**config.mk**
```make
export PLATFORM = sky130hd
export DESIGN_NAME = mmio_timer_periph
export DESIGN_NICKNAME = d
export VERILOG_FILES = /design/src/rtl/periph_pkg.sv /design/src/rtl/periph_timer.sv /design/src/rtl/mmio_timer_periph.sv
export SDC_FILE = /design/constraint.sdc
export NUM_CORES = 1
export LEC_CHECK = 0
export ABC_CLOCK_PERIOD_IN_PS = 4300
export CORE_MARGIN = 2
export CORE_UTILIZATION = 30
export CTS_CLUSTER_SIZE = 28
export DETAILED_ROUTE_END_ITERATION = 10
export GPL_TIMING_DRIVEN = 0
export HOLD_SLACK_MARGIN = 0.03
export PLACE_DENSITY = 0.63
export SYNTH_ARGS = -nofsm -noshare
export SYNTH_HDL_FRONTEND = slang
export SYNTH_SLANG_ARGS = --single-unit
```
**constraint.sdc**
```tcl
create_clock -name clk -period 4.3 [get_ports clk]
set_input_delay 0.645 -clock clk [delete_from_list [all_inputs] [get_ports clk]]
set_output_delay 0.645 -clock clk [all_outputs]
set_load 0.05 [all_outputs]
```
**src/rtl/periph_pkg.sv**
```systemverilog
// ---------------------------------------------------------------------------
// periph_pkg
// Shared constants for the memory-mapped timer peripheral.
//   - Register byte offsets inside the 32-byte peripheral window.
//   - Bit positions of the EN / IE / IF flags inside TCON.
//   - Terminal count value of the TL counter.
// ---------------------------------------------------------------------------
package periph_pkg;

  localparam logic [4:0] OFF_TH      = 5'h00;
  localparam logic [4:0] OFF_TL      = 5'h04;
  localparam logic [4:0] OFF_TCON    = 5'h08;
  localparam logic [4:0] OFF_LED     = 5'h0C;
  localparam logic [4:0] OFF_DIGI    = 5'h10;
  localparam logic [4:0] OFF_SYSTICK = 5'h14;

  localparam int TCON_EN = 0;
  localparam int TCON_IE = 1;
  localparam int TCON_IF = 2;

  localparam logic [31:0] TL_MAX = 32'hFFFF_FFFF;

  // Byte offset of a word register. The two byte-lane bits are dropped
  // because the window only supports whole-word accesses.
  function automatic logic [4:0] word_offset(input logic [2:0] reg_idx);
    return {reg_idx, 2'b00};
  endfunction

endpackage

```
**src/rtl/periph_timer.sv**
```systemverilog
// ---------------------------------------------------------------------------
// periph_timer
// Reloadable 32-bit up-counter with an overflow interrupt flag.
//
// Ports:
//   clk      in   system clock, rising edge
//   reset    in   synchronous active-low reset
//   wr_en    in   bus store that hits the peripheral window
//   wr_off   in   word-aligned byte offset of the store
//   wdata    in   store data
//   th       out  reload register TH
//   tl       out  counter register TL
//   tcon     out  {IF, IE, EN}
//   irq      out  interrupt request (IF & IE)
// ---------------------------------------------------------------------------
module periph_timer
  import periph_pkg::*;
(
  input  logic        clk,
  input  logic        reset,
  input  logic        wr_en,
  input  logic [4:0]  wr_off,
  input  logic [31:0] wdata,
  output logic [31:0] th,
  output logic [31:0] tl,
  output logic [2:0]  tcon,
  output logic        irq
);

  logic [31:0] th_q;
  logic [31:0] tl_q;
  logic        en_q;
  logic        ie_q;
  logic        if_q;

  logic        wr_th;
  logic        wr_tl;
  logic        wr_tcon;
  logic        overflow;
  logic        set_if;

  // Decode which timer register a store targets and detect the reload
  // cycle. The flag is raised from the IE value held before any store in
  // the same cycle.
  always_comb begin
    wr_th    = wr_en && (wr_off == OFF_TH);
    wr_tl    = wr_en && (wr_off == OFF_TL);
    wr_tcon  = wr_en && (wr_off == OFF_TCON);
    overflow = en_q && (tl_q == TL_MAX);
    set_if   = overflow && ie_q;
  end

  // Register update. A CPU store to TL overrides counting, the reload
  // always takes the TH value from before a same-cycle TH store, and an
  // overflow setting IF beats a software clear so no interrupt is lost.
  always_ff @(posedge clk) begin
    if (!reset) begin
      th_q <= '0;
      tl_q <= '0;
      en_q <= 1'b0;
      ie_q <= 1'b0;
      if_q <= 1'b0;
    end else begin
      if (wr_th) begin
        th_q <= wdata;
      end

      if (wr_tl) begin
        tl_q <= wdata;
      end else if (overflow) begin
        tl_q <= th_q;
      end else if (en_q) begin
        tl_q <= tl_q + 32'd1;
      end

      if (wr_tcon) begin
        en_q <= wdata[TCON_EN];
        ie_q <= wdata[TCON_IE];
        if_q <= wdata[TCON_IF] | set_if;
      end else if (set_if) begin
        if_q <= 1'b1;
      end
    end
  end

  assign th   = th_q;
  assign tl   = tl_q;
  assign tcon = {if_q, ie_q, en_q};
  assign irq  = if_q & ie_q;

endmodule

```
**src/rtl/mmio_timer_periph.sv**
```systemverilog
// ---------------------------------------------------------------------------
// mmio_timer_periph
// MEM-stage peripheral responder: decodes a 32-byte window at BASE_ADDR and
// exposes a reloadable timer, LED and 7-segment latches and (optionally) a
// free-running systick counter.
//
// Optional feature macro: PERIPH_SYSTICK_EN
//   defined   -> 32-bit SYSTICK counter readable at offset 0x14
//   undefined -> no counter; offset 0x14 reads zero
//
// Parameters:
//   BASE_ADDR  window base, must be 32-byte aligned
//   LED_WIDTH  width of the LED latch (1..32)
//
// Ports:
//   clk         in   system clock, rising edge
//   reset       in   synchronous active-low reset
//   MemRead     in   load strobe
//   MemWrite    in   store strobe
//   Address     in   byte address
//   Write_data  in   store data
//   Read_data   out  load data (combinational, zero when not selected)
//   hit         out  Address lies inside the window
//   led         out  LED latch
//   digi        out  7-segment latch, [11:8] anodes, [7:0] segments
//   irq         out  timer interrupt request
// ---------------------------------------------------------------------------
module mmio_timer_periph
  import periph_pkg::*;
#(
  parameter logic [31:0] BASE_ADDR = 32'h4000_0000,
  parameter int          LED_WIDTH = 8
) (
  input  logic                 clk,
  input  logic                 reset,
  input  logic                 MemRead,
  input  logic                 MemWrite,
  input  logic [31:0]          Address,
  input  logic [31:0]          Write_data,
  output logic [31:0]          Read_data,
  output logic                 hit,
  output logic [LED_WIDTH-1:0] led,
  output logic [11:0]          digi,
  output logic                 irq
);

  logic [4:0]           reg_off;
  logic                 wr_en;
  logic [LED_WIDTH-1:0] led_q;
  logic [11:0]          digi_q;
  logic [31:0]          systick_val;
  logic [31:0]          led_ext;
  logic [31:0]          timer_th;
  logic [31:0]          timer_tl;
  logic [2:0]           timer_tcon;
  logic                 unused_addr_lsbs;

  // The byte-lane bits carry no meaning for word-only accesses.
  assign unused_addr_lsbs = ^Address[1:0];

  assign hit     = (Address[31:5] == BASE_ADDR[31:5]);
  assign reg_off = word_offset(Address[4:2]);
  assign wr_en   = MemWrite && hit;

  periph_timer u_timer (
    .clk    (clk),
    .reset  (reset),
    .wr_en  (wr_en),
    .wr_off (reg_off),
    .wdata  (Write_data),
    .th     (timer_th),
    .tl     (timer_tl),
    .tcon   (timer_tcon),
    .irq    (irq)
  );

  // LED and 7-segment output latches.
  always_ff @(posedge clk) begin
    if (!reset) begin
      led_q  <= '0;
      digi_q <= '0;
    end else if (wr_en) begin
      if (reg_off == OFF_LED) begin
        led_q <= Write_data[LED_WIDTH-1:0];
      end
      if (reg_off == OFF_DIGI) begin
        digi_q <= Write_data[11:0];
      end
    end
  end

`ifdef PERIPH_SYSTICK_EN
  logic [31:0] systick_q;

  // Free-running cycle counter; stores to its offset are ignored.
  always_ff @(posedge clk) begin
    if (!reset) begin
      systick_q <= '0;
    end else begin
      systick_q <= systick_q + 32'd1;
    end
  end

  assign systick_val = systick_q;
`else
  assign systick_val = '0;
`endif

  // Zero-extend the LED latch so any LED_WIDTH up to 32 fits the bus.
  always_comb begin
    led_ext                = '0;
    led_ext[LED_WIDTH-1:0] = led_q;
  end

  // Load mux. Reads return the value held before a same-cycle store,
  // and anything not selected or unmapped reads as zero.
  always_comb begin
    Read_data = '0;
    if (MemRead && hit) begin
      case (reg_off)
        OFF_TH:      Read_data = timer_th;
        OFF_TL:      Read_data = timer_tl;
        OFF_TCON:    Read_data = {29'd0, timer_tcon};
        OFF_LED:     Read_data = led_ext;
        OFF_DIGI:    Read_data = {20'd0, digi_q};
        OFF_SYSTICK: Read_data = systick_val;
        default:     Read_data = '0;
      endcase
    end
  end

  assign led  = led_q;
  assign digi = digi_q;

endmodule

```
==> results of run 1 <==
-- report_power, final --
| part | switching [mW] | internal [mW] | leakage [nW] |
|---|---|---|---|
| Combinational | 0.0639 | 0.0627 | 1.49 |
| Sequential | 0.000000000834 | 0.806 | 0.700 |
| Clock | 0.333 | 0.424 | 0.129 |
-- kinds of logic after synthesis --
| family | count (synthesis) | share of synthesized area [%] |
|---|---|---|
| multiplexers | 69 | 13.6 |
| flip-flops | 87 | 34.3 |
| buffers and inverters | 57 | 5.02 |
| adder cells (fa/ha/maj) | 1 | 0.246 |
| XOR/XNOR | 14 | 2.41 |
| AND/OR/NAND/NOR | 258 | 25.2 |
| AO/OA/AOI/OAI | 143 | 19.1 |
-- layout make-up --
type                    instances  area share (%)
multi-input cells             485            45.5
flip-flops and latches         87            25.7
repair buffers                119            16.8
well taps                     220            4.06
clock buffers                  14            3.89
plain buffers                  49            3.32
inverters                       8           0.443
clock inverters                 2           0.221
-- registers in the layout, summed over array words and instances (netlist names) --
name,count
u_timer.tl,32
u_timer.if_q,1
u_timer.en_q,1
digi,12
u_timer.ie_q,1
u_timer.th,32
led,8
-- Yosys cell counts (all sizes together), types with 2 or more instances --
| master | count |
|---|---|
| clkbuf | 33 |
| dfxtp | 87 |
| nand2 | 39 |
| mux2 | 2 |
| or3 | 4 |
| mux2i | 67 |
| a211oi | 9 |
| nor2b | 2 |
| xor2 | 7 |
| a211o | 3 |
| a31o | 3 |
| nor2 | 110 |
| nand3 | 31 |
| and4 | 5 |
| o31ai | 4 |
| nor3 | 17 |
| o22ai | 5 |
| o22a | 2 |
| a32o | 4 |
| o21ai | 25 |
| nor4 | 16 |
| inv | 8 |
| a31oi | 12 |
| a32oi | 2 |
| a41oi | 2 |
| xnor2 | 7 |
| a221oi | 3 |
| o211ai | 7 |
| and3 | 15 |
| nand4 | 12 |
| a21o | 3 |
| and2 | 4 |
| o221a | 2 |
| buf | 16 |
| a21oi | 24 |
| a22oi | 28 |
| nor4b | 2 |
-- repair_timing --
item	in CTS	in global routing
hold buffers	0	0
endpoints found under the hold margin	0	0
resized for setup	31	21
setup endpoints to repair	30	13
-- path summary, 6_finish.rpt --
kind / from / endpoint / slack, ps / depth (start not counted)
min reg2reg: u_timer.ie_q / u_timer.if_q / 500 / 2
max reg2reg: u_timer.tl[1] / u_timer.tl[23] / 1740 / 8
min: u_timer.ie_q / u_timer.if_q / 500 / 2
max: Address[15] / Read_data[1] / 150 / 8
-- routing by layer --
layer | GRT usage (%) | routed length, um | up-vias
met1 | 27.6 | 8250 | 2517
met4 | 5.96 | 408 | 0
met5 | 0 | 0 | -
li1 | - | - | 2577
met2 | 34.4 | 8510 | 229
met3 | 5.52 | 1380 | 29
-- worst max-delay path, cell delays in order --
cell and delay [ps]:
clkdlybuf4s50_1 400, nor4b_1 390, nand4_1 320, nor2_2 330
o211ai_1 310, clkbuf_1 360, nor2_1 220, clkdlybuf4s15_1 520
==> impl_metrics.py, run 1 <==
metrics = {
    "timing": {
        "fin_setup_tns_ps": 0,
        "whs_ps": 501,
        "worst_clock_skew_ps": 7.11,
        "slew_headroom_pct": 21.3,
        "hold_viol_final": 0,
        "fin_crit_ps": 4150,
        "tightestPinTransition_ps": 1170,
        "finalCritPeriodShare_pct": 96.5,
        "setup_ws_ps": 152,
        "setup_viol": 0,
        "final_max_slew_viol_count": 0,
        "rsz0062_at_grt": "false",
        "fmax_ghz": 0.241,
    },
    "placed_design": {
        "hpwlAfterDp_um": 13800,
        "dp_slack_ps": -311,
        "dpl.cell_count": 968,
        "port_buffers": 119,
        "postPlaceCellArea_sq_mm": 0.00655,
        "gp_congestion": 0.911,
    },
    "synth": {
        "ys_warn_count": 0,
        "syn_inst": 629,
        "seq_area_frac_synth_pct": 34.3,
        "async_reset_ff_share_pct": 0,
        "synth_edf_count": 0,
        "synth_area_sq_mm": 0.00508,
        "synthFlopType": "dfxtp_1",
        "ys_seq_elements": 87,
        "synth_top_area_cell": "dfxtp_1",
        "synth.distinct_cells": 54,
        "synthTopCellsByArea": "dfxtp_1, mux2i_1, nor2_1",
        "synth_nets": 698,
        "syn_area_per_cell_sq_um": 8.08,
        "synth.top_cell.area_share_pct": 34.3,
    },
    "final_layout": {
        "diodes": 0,
        "area_delta_synth_final_pct": 33.5,
        "ff_latch_area_sq_mm": 0.00174,
        "layout_common_cells": "nor2_1, dfxtp_1, clkdlybuf4s50_1",
        "final_core_util_pct": 40.9,
        "final_common_cell": "nor2_1",
        "drive_gt1_share_pct": 7.20,
        "fin_cells": 984,
        "nets": 828,
        "multi_input_area_sq_mm": 0.00309,
        "fill_cells": 1749,
        "fin_area_sq_mm": 0.00678,
    },
    "grt": {
        "grt_pass1_vias": 5342,
        "grt_max_degree": 14,
        "grt_overflow": 0,
        "grt_usage_pct": 21.1,
        "antenna_found_initial": 0,
        "grt_pass1_wl_um": 29800,
    },
    "floorplan": {
        "rows": 47,
        "fp.dieH_um": 134,
        "dieArea_sq_mm": 0.0180,
        "die_w_um": 134,
        "floorplan.initialDensity_pct": 30.6,
        "core-area_sq_mm": 0.0166,
        "ioPinCount": 122,
    },
    "pwr": {
        "power_density_mw_per_mm2": 249,
        "finalPower_mw": 1.69,
        "power_leakage_nw": 2.32,
        "ir_drop_mv": 0.190,
    },
    "drt": {
        "drt_iter0_drc": 461,
        "routed_wl_um": 18500,
        "vias_per_cell": 5.44,
        "vias": 5352,
        "drc": 0,
        "first_pass_iters": 7,
        "ant_nets": 0,
        "drt-wirelength-per-cell_um": 18.8,
    },
    "worst_setup_path": {
        "critPathMaxFanout": 10,
        "critical_path_class": "in -> out",
        "arrival_ps": 3500,
        "startpoint_type": "input port",
        "worst_setup_path_end_kind": "output port",
        "critPathRequiredTime_ps": 3650,
    },
    "flow_run": {
        "max-cap-violations": 0,
    },
    "clock_network": {
        "cts_setup_buffers": 0,
        "root_buffer": "clkbuf_16",
        "clk_latency_ps": 350,
        "clock-sinks": 87,
        "clkSlewWorstSetupHoldPaths_ps": 60,
        "cts_made_buffers": 9,
        "cts_tree": "yes",
        "htreeDepth": 3,
        "cts_buffer_depth": 2,
    },
    "worst_hold_path": {
        "worst_hold_path_type": "reg -> reg",
    },
    "run_status": {
        "status": "finished clean",
    },
}
(Power assumes the default switching activity.)
==> inputs of run 2 (changes only) <==
Settings changed: HOLD_SLACK_MARGIN 0.03 to 0.12, PLACE_DENSITY 0.63 to 0.62, SLEW_MARGIN set to 20, SYNTH_HIERARCHICAL set to 1.
==> run 2 against run 1 <==
  * Combinational power up 9%
  * Utilization about the same
  * Sequential share of layout area down 2.0 points
  * Wire length up 8.6%
  * Register-to-register slack better by 220 ps
  * Total power up 7.3%
  * Cell area up 8.7%
  * Clock-buffer cell count down 4
  * Flip-flop and latch count unchanged
  * Critical path type unchanged
==> impl_metrics.py, run 2 <==
metrics = {
    "floorplan": {
        "dieArea_sq_mm": 0.0196,
        "die_w_um": 140,
        "floorplan.initialDensity_pct": 30.7,
        "rows": 49,
        "ioPinCount": 122,
        "core-area_sq_mm": 0.0180,
        "fp.dieH_um": 140,
    },
    "final_layout": {
        "layout_common_cells": "nand2_1, clkdlybuf4s50_1, dfxtp_1",
        "final_common_cell": "nand2_1",
        "multi_input_area_sq_mm": 0.00346,
        "final_core_util_pct": 40.9,
        "diodes": 0,
        "fill_cells": 1886,
        "nets": 903,
        "ff_latch_area_sq_mm": 0.00174,
        "area_delta_synth_final_pct": 33.0,
        "drive_gt1_share_pct": 11.6,
    },
    "worst_setup_path": {
        "reg2reg_to": "u_timer/tl[29]",
        "arrival_ps": 3530,
        "worst-r2r-setup-slack_ps": 1960,
        "critPathLaunch": "Address[2]",
        "reg2regPathDepth": 7,
        "critPathMaxFanout": 10,
        "startpoint_type": "input port",
        "critical_path_class": "in -> out",
        "worstSetupEndpoint": "Read_data[12]",
        "r2r_start": "u_timer/tl[0]",
        "worst_setup_path_end_kind": "output port",
        "critPathRequiredTime_ps": 3650,
    },
    "pwr": {
        "power_leakage_nw": 2.47,
        "power_density_mw_per_mm2": 246,
        "ir_drop_mv": 0.186,
    },
    "clock_network": {
        "clock-sinks": 87,
        "cts_made_buffers": 9,
        "clk_latency_ps": 350,
        "root_buffer": "clkbuf_16",
        "htreeDepth": 3,
        "ctsResizeCount": 3,
        "cts_buffer_depth": 2,
        "cts_tree": "yes",
        "clkSlewWorstSetupHoldPaths_ps": 60,
        "cts_setup_buffers": 0,
        "hold_buffers": 0,
    },
    "timing": {
        "finalCritPeriodShare_pct": 97.0,
        "tightestPinTransition_ps": 838,
        "final_max_slew_viol_count": 0,
        "fin_crit_ps": 4170,
        "worst_clock_skew_ps": 8.98,
        "slew_headroom_pct": 43.6,
        "rsz0062_at_grt": "false",
        "fmax_ghz": 0.240,
        "hold_viol_final": 0,
        "setup_ws_ps": 127,
        "setup_viol": 0,
        "fin_setup_tns_ps": 0,
    },
    "drt": {
        "ant_nets": 0,
        "routed_wl_um": 20100,
        "first_pass_iters": 5,
        "wl_met2_um": 9100,
        "drt_iter0_drc": 490,
        "vias_per_cell": 5.48,
        "wl_met3_um": 1270,
        "m1WireLength_um": 9270,
        "vias": 5843,
        "drt-wirelength-per-cell_um": 18.9,
        "routed.top_layer": "met4",
        "drc": 0,
    },
    "synth": {
        "syn_inst": 703,
        "async_reset_ff_share_pct": 0,
        "synth_top_area_cell": "dfxtp_1",
        "syn_area_per_cell_sq_um": 7.88,
        "synth_edf_count": 0,
        "ys_warn_count": 6,
        "synth.top_cell.area_share_pct": 31.4,
        "netlist_top_cells_count": "nand2_1, dfxtp_1, a21oi_1, nor2_1, mux2i_1",
        "synthTopCellsByArea": "dfxtp_1, nand2_1, mux2i_1",
        "yosysMostFrequentCell": "nand2_1",
        "synthFlopType": "dfxtp_1",
        "seq_area_frac_synth_pct": 31.4,
        "synth.distinct_cells": 61,
        "synth_area_sq_mm": 0.00554,
        "ys_seq_elements": 87,
    },
    "placed_design": {
        "gp_congestion": 0.881,
        "dp_slack_ps": -128,
        "port_buffers": 119,
        "hpwlAfterDp_um": 14800,
    },
    "worst_hold_path": {
        "worst_hold_path_type": "reg -> reg",
        "hold_start": "u_timer/th[26]",
    },
    "grt": {
        "grt_overflow": 0,
        "grt_max_degree": 15,
        "grt_pass1_wl_um": 31500,
        "grt_pass1_vias": 5676,
        "antenna_found_initial": 0,
        "grt_usage_pct": 20.3,
    },
    "run_status": {
        "status": "finished clean",
    },
    "flow_run": {
        "max-cap-violations": 0,
    },
}
-- run 2: layer usage --
layer,vias up,global-route usage (%)
met5,-,0
met4,0,7.63
met3,35,3.59
met2,219,32.0
met1,2796,27.9
li1,2793,-
-- run 2: area by class of cell --
cell class,instances,share of cell area (%)
Tap cell,229,3.89
Multi-Input combinational cell,554,46.9
Sequential cell,87,23.6
Inverter,7,0.357
Buffer,56,4.45
Timing Repair Buffer,119,16.4
Clock inverter,5,1.10
Clock buffer,10,3.24
-- run 2: stage by stage --
step           power (mW)  instances  hold WS (ps)  instance area [sq um]
2_1_floorplan       0.863        704           447                   5550
3_3_place_gp        0.959       1052           459                   7020
3_5_place_dp        0.960       1052           467                   7020
4_1_cts              1.82       1067           477                   7350
5_1_grt              1.86       1067           492                   7370
6_report             1.81       1067           473                   7370
-- run 2: kinds of logic after synthesis --
logic type / share of synthesized area, %
muxes: 6.77
xor gates and xnor gates: 2.84
adders and majority gates: 0.226
other: 0.0677
and+or+nand+nor: 31.9
AOI/OAI and AO/OA: 20.5
buffers and inverters: 6.25
DFF: 31.4
-- run 2: worst min-delay path by stage --
stage | to | slack (ps) | cells after the start
2_1_floorplan | u_timer/th[28] | 450 | 2
3_3_place_gp | u_timer/th[27] | 460 | 2
3_5_place_dp | u_timer/th[26] | 470 | 2
4_1_cts | u_timer/th[14] | 480 | 2
5_1_grt | u_timer/th[14] | 490 | 2
6_report | u_timer/th[26] | 470 | 2
-- run 2: worst max-delay path: stages --
cell	delay (ps)
clkdlybuf4s50_1	570
buf_2	260
nor2b_1	150
buf_2	220
nor2b_1	290
clkbuf_2	340
a22oi_1	110
nor2_1	120
clkdlybuf4s50_1	810
-- run 2: where the power goes --
part | internal, mW | leakage (nW) | switching [mW]
registers | 0.805 | 0.700 | 0.000000000265
clock network | 0.523 | 0.155 | 0.345
logic | 0.0664 | 1.61 | 0.0713
